File: src/rtl/mips_write_monitor.sv
// Store-bus monitor for the multicycle MIPS top.
// Logs every store seen while running into a show-ahead FIFO and decides
// pass/fail from the store to TARGET_ADDR, or fails on a cycle timeout.
module mips_write_monitor #(
    parameter logic [31:0] TARGET_ADDR    = 32'd84,
    parameter logic [31:0] TARGET_DATA    = 32'd7,
    parameter int unsigned TIMEOUT_CYCLES = 1000,
    parameter int unsigned DEPTH          = 8
) (
    input  logic                     clk,
    input  logic                     reset,
    input  logic                     memwrite,
    input  logic [31:0]              dataadr,
    input  logic [31:0]              writedata,
    input  logic                     rd_en,
    output logic                     rd_valid,
    output logic [31:0]              rd_addr,
    output logic [31:0]              rd_data,
    output logic [$clog2(DEPTH):0]   fifo_count,
    output logic                     overflow,
    output logic [15:0]              write_count,
    output logic                     done,
    output logic                     pass,
    output logic [1:0]               fail_code
);

    localparam int AW = $clog2(DEPTH);
    localparam int CW = AW + 1;

    typedef enum logic [1:0] {
        ST_RUN  = 2'd0,
        ST_PASS = 2'd1,
        ST_FAIL = 2'd2
    } state_t;

    state_t         state_q, state_d;
    logic [1:0]     fail_code_q, fail_code_d;
    logic [31:0]    cyc_q, cyc_d;
    logic [AW-1:0]  wptr_q, wptr_d;
    logic [AW-1:0]  rptr_q, rptr_d;
    logic [CW-1:0]  count_q, count_d;
    logic           overflow_q, overflow_d;
    logic [15:0]    wcount_q, wcount_d;
    logic [63:0]    mem_q [DEPTH];
    logic [63:0]    mem_d [DEPTH];

    logic store, hit_target, timeout;
    logic pop, push, full;

    // Store qualification and pass/fail decision; the counter only runs while in RUN
    always_comb begin
        store       = memwrite && (state_q == ST_RUN);
        hit_target  = store && (dataadr == TARGET_ADDR);
        timeout     = (cyc_q == 32'(TIMEOUT_CYCLES - 1));
        state_d     = state_q;
        fail_code_d = fail_code_q;
        cyc_d       = cyc_q;
        if (state_q == ST_RUN) begin
            cyc_d = cyc_q + 32'd1;
            if (hit_target) begin
                // A target store takes priority over a simultaneous timeout
                if (writedata == TARGET_DATA) begin
                    state_d = ST_PASS;
                end else begin
                    state_d     = ST_FAIL;
                    fail_code_d = 2'd2;
                end
            end else if (timeout) begin
                state_d     = ST_FAIL;
                fail_code_d = 2'd1;
            end
        end
    end

    // FIFO bookkeeping: a full FIFO still accepts a push when the head pops the same edge
    always_comb begin
        pop        = rd_en && (count_q != '0);
        full       = (count_q == CW'(DEPTH));
        push       = store && (!full || pop);
        wptr_d     = wptr_q;
        rptr_d     = rptr_q;
        count_d    = count_q;
        overflow_d = overflow_q || (store && full && !pop);
        wcount_d   = wcount_q;
        mem_d      = mem_q;
        if (push) begin
            mem_d[wptr_q] = {dataadr, writedata};
            wptr_d        = wptr_q + AW'(1);
        end
        if (pop) begin
            rptr_d = rptr_q + AW'(1);
        end
        case ({push, pop})
            2'b10:   count_d = count_q + CW'(1);
            2'b01:   count_d = count_q - CW'(1);
            default: count_d = count_q;
        endcase
        if (store && (wcount_q != 16'hFFFF)) begin
            wcount_d = wcount_q + 16'd1;
        end
    end

    // Control state with asynchronous reset
    always_ff @(posedge clk or posedge reset) begin
        if (reset) begin
            state_q     <= ST_RUN;
            fail_code_q <= 2'd0;
            cyc_q       <= '0;
            wptr_q      <= '0;
            rptr_q      <= '0;
            count_q     <= '0;
            overflow_q  <= 1'b0;
            wcount_q    <= '0;
        end else begin
            state_q     <= state_d;
            fail_code_q <= fail_code_d;
            cyc_q       <= cyc_d;
            wptr_q      <= wptr_d;
            rptr_q      <= rptr_d;
            count_q     <= count_d;
            overflow_q  <= overflow_d;
            wcount_q    <= wcount_d;
        end
    end

    // Log storage; contents are meaningless while empty so it needs no reset
    always_ff @(posedge clk) begin
        mem_q <= mem_d;
    end

    // Head is forced to zero when empty so reset and drained states read as cleared
    always_comb begin
        rd_valid    = (count_q != '0);
        rd_addr     = rd_valid ? mem_q[rptr_q][63:32] : 32'd0;
        rd_data     = rd_valid ? mem_q[rptr_q][31:0]  : 32'd0;
        fifo_count  = count_q;
        overflow    = overflow_q;
        write_count = wcount_q;
        done        = (state_q != ST_RUN);
        pass        = (state_q == ST_PASS);
        fail_code   = fail_code_q;
    end

endmodule

File: config.mk
export PLATFORM = sky130hd
export DESIGN_NAME = mips_write_monitor
export DESIGN_NICKNAME = d
export VERILOG_FILES = /design/src/rtl/mips_write_monitor.sv
export SDC_FILE = /design/constraint.sdc
export NUM_CORES = 1
export LEC_CHECK = 0
export CAP_MARGIN = 10
export CORE_AREA = 2 2 216 218
export DETAILED_ROUTE_END_ITERATION = 12
export DIE_AREA = 0 0 218 220
export GPL_ROUTABILITY_DRIVEN = 0
export GPL_TIMING_DRIVEN = 0
export PLACE_DENSITY = 0.73
export RECOVER_POWER = 50
export SYNTH_ARGS = -nofsm -noshare
export SYNTH_HDL_FRONTEND = slang
export SYNTH_SLANG_ARGS = --single-unit
export TNS_END_PERCENT = 5
File: constraint.sdc
create_clock -name clk -period 10.15 [get_ports clk]
set_input_delay 1.015 -clock clk [delete_from_list [all_inputs] [get_ports clk]]
set_output_delay 1.015 -clock clk [all_outputs]
set_load 0.05 [all_outputs]
==> impl_metrics.yaml <==
critical_path:
  cp_cell_sequence: "clkbuf_1 -> nor4_1 -> clkbuf_1 -> clkbuf_1 -> nor2_1 -> clkdlybuf4s50_1"
  worst-setup-path-type: "reg -> out"
  worstRegToRegCells: 9
  critPathMaxStageDelay_ns: 0.90
  cp_common_cell: "clkbuf_1"
  rr_startpoint: "state_q[1]"
  slowest_stage: "clkbuf_1"
  worstPathArrival_ns: 4.46
  cp-end-kind: "output port"
  path_max_fanout: 10
  rr_endpoint: "mem_q[491]"
  rrSetupSlack_ns: 6.48
  crit_path_start_kind: "register"
  crit_required_ns: 9.14
min_path:
  hold_path_end: "cyc_q[31]"
  min-delay-start: "cyc_q[31]"
  hold_path_class: "reg -> reg"
  hold_depth: 1
place:
  port-buffer-count: 157
  hpwlAfterDp_um: 31000
  place_area_um2: 25500
cts:
  clock_latency_ns: 0.60
  cts_buffers: 56
  cts_setup_buffers: 0
  ctsHoldBuffers: 0
  cts_resized: 0
  cts_root_buffer: "clkbuf_16"
  clockBufferDepth: 3
  cts.htree.levels: 2
  cts_tree: "built"
  cts_sinks: 575
  clk_pin_slew_ns: 0.06
power:
  static-leakage-power_nw: 9.18
  ir_drop_uv: 209
  pwr_density_cell_nw_per_um2: 266
logic_synthesis:
  syn_nets: 1196
  avgSynthCellArea_um2: 20.1
  synth.most_common_cell: "edfxtp_1"
  synth_top_cell_by_area: "edfxtp_1"
  syn-instance-count: 1121
  ys_ff_latch: 575
  synthFlopType: "edfxtp_1"
  ys_types: 43
  syn-cell-area_um2: 22500
  synth-edff-count: 512
  async_flop_share: 0.110
  synth-seq-area-share: 0.753
  yosysWarnings: 0
  synth_common_cells: "edfxtp_1 (512), mux4_2 (128), nor2_1 (86)"
  synth_area_leaders: "edfxtp_1 (68%), mux4_2 (13%), dfrtp_1 (7.0%), mux2i_1 (2.8%), xnor2_1 (1.4%)"
  synth_top_area_frac: 0.683
timing:
  worstMarginPinSlew_ns: 1.83
  setup-tns-final_ns: 0
  period_needed_ns: 5.47
  final-hold-violation-count: 0
  max_slew_margin: -0.218
  worst_hold_slack_ns: 0.477
  setup_viol_count_final: 0
  final_max_slew_viol_count: 34
  fmax_mhz: 183
  rsz0062_at_grt: "no"
  fin_crit_sh: 0.539
  fin_worst_skew_ns: 0.0149
grt:
  antenna_found_initial: 10
  track_usage: 0.204
  grt_max_degree: 34
  grt-ovfl-total: 0
  grt_pass1_vias: 11889
  grt_pass1_wl_um: 72300
cells_and_area:
  fillers: 3288
  design_area_um2: 27200
  nNetsFinal: 1461
  areaGrowthSynthToFinish_pct: 21.0
  drive_gt1_frac: 0.193
floorplanning:
  rows: 79
  initial_core_util: 0.491
  core_um2: 45900
  dieArea_um2: 48000
  die_x_um: 218
  die_h_um: 220
  num_io_pins: 158
route:
  via_per_inst: 5.67
  wirelength_um: 47800
  vias: 11553
  avgRoutedWirePerCell_um: 23.4
  firstDrtPassIters: 7
  detail-route-antenna-nets: 0
  initialDrtViolationCount: 960
  drc: 0
run_status:
  violations: "max-capacitance violations, max-slew violations"
  outcome: "complete, but fails checks"
run:
  cap_violations: 1
placed cells by master (no fill, tap or decap), drive strengths merged, types with 5 or more instances in the layout:
master | synthesis | layout
ha | 7 | 7
dfrtp | 63 | 63
mux4 | 128 | 128
nor4 | 20 | 20
clkbuf | 25 | 102
nand3 | 18 | 18
and4 | 8 | 8
mux2i | 64 | 64
and3 | 5 | 5
buf | 24 | 71
nor3 | 8 | 8
nor2 | 86 | 86
nand4 | 20 | 20
dlygate4sd3 | 0 | 66
clkinv | 1 | 20
edfxtp | 512 | 512
xnor2 | 37 | 37
clkdlybuf4s50 | 0 | 91
nand2 | 28 | 28
inv | 8 | 11
xor2 | 18 | 18
critical path, delay by kind of cell (launching register included):
family        cells  cell delay, ns
buf+inv           4            2.43
simple gates      2            1.05
flops             1            0.38
cell type report:
cell class / count / area [um^2] / area share
Clock inverter: 26 / 205 / 0.00754
Sequential cell: 575 / 17000 / 0.623
Antenna cell: 3 / 7.51 / 0.000276
Inverter: 9 / 33.8 / 0.00124
Timing Repair Buffer: 207 / 2210 / 0.0813
Buffer: 49 / 199 / 0.00731
Multi-Input combinational cell: 488 / 5360 / 0.197
Clock buffer: 74 / 1490 / 0.0548
Tap cell: 607 / 759 / 0.0279
worst max path at each step:
stage / startpoint / endpoint / slack (ns) / cells past startpoint
floorplan: memwrite / mem_q[448] / 1.66 / 4
global placement: memwrite / mem_q[488] / -5.28 / 5
detailed placement: fifo_count[1] / rd_addr[26] / 5.35 / 6
CTS: fifo_count[1] / rd_addr[28] / 4.67 / 6
global route: fifo_count[1] / rd_addr[28] / 4.63 / 6
finish: fifo_count[1] / rd_addr[28] / 4.68 / 6
report_power, final:
part           internal (mW)  leakage, nW  switching (mW)
clock network           1.10        0.827           0.836
registers               2.59         5.46          0.0190
logic                   1.02         2.89            1.66
layer usage:
metal	vias to the layer above	wire [um]	global-route usage
met4	12	801	0.0512
met1	5984	20000	0.286
met5	-	79	0
li1	5078	-	-
met2	403	23200	0.326
met3	76	3660	0.0490
through the flow:
step	instances	power [mW]	setup slack [ns]	util
after floorplan	1121	4.52	1.66	-
after global routing	2038	7.51	4.63	0.593
after CTS	2035	7.32	4.67	0.594
after detailed placement	1935	5.38	5.35	0.557
final	2038	7.23	4.68	0.593
after global placement	1885	5.36	-5.28	0.541
registers in the layout, summed over array words and instances, names as in the netlist:
name         flops
fifo_count       4
cyc_q           32
state_q          2
rptr_q           3
fail_code        2
write_count     16
wptr_q           3
mem_q          512
overflow         1
cells by family (layout without fill, tap and decap cells):
kind of cell	count (synthesis)	after routing	share of synthesized area
DFF	575	575	0.753
muxes	196	196	0.159
buffers and inverters	58	365	0.0104
AOI/OAI and AO/OA	12	12	0.00356
xor gates and xnor gates	55	55	0.0214
other	0	3	0
and+or+nand+nor	218	218	0.0488
adders and majority gates	7	7	0.00389
No activity file was read; power rests on OpenSTA's default activity.
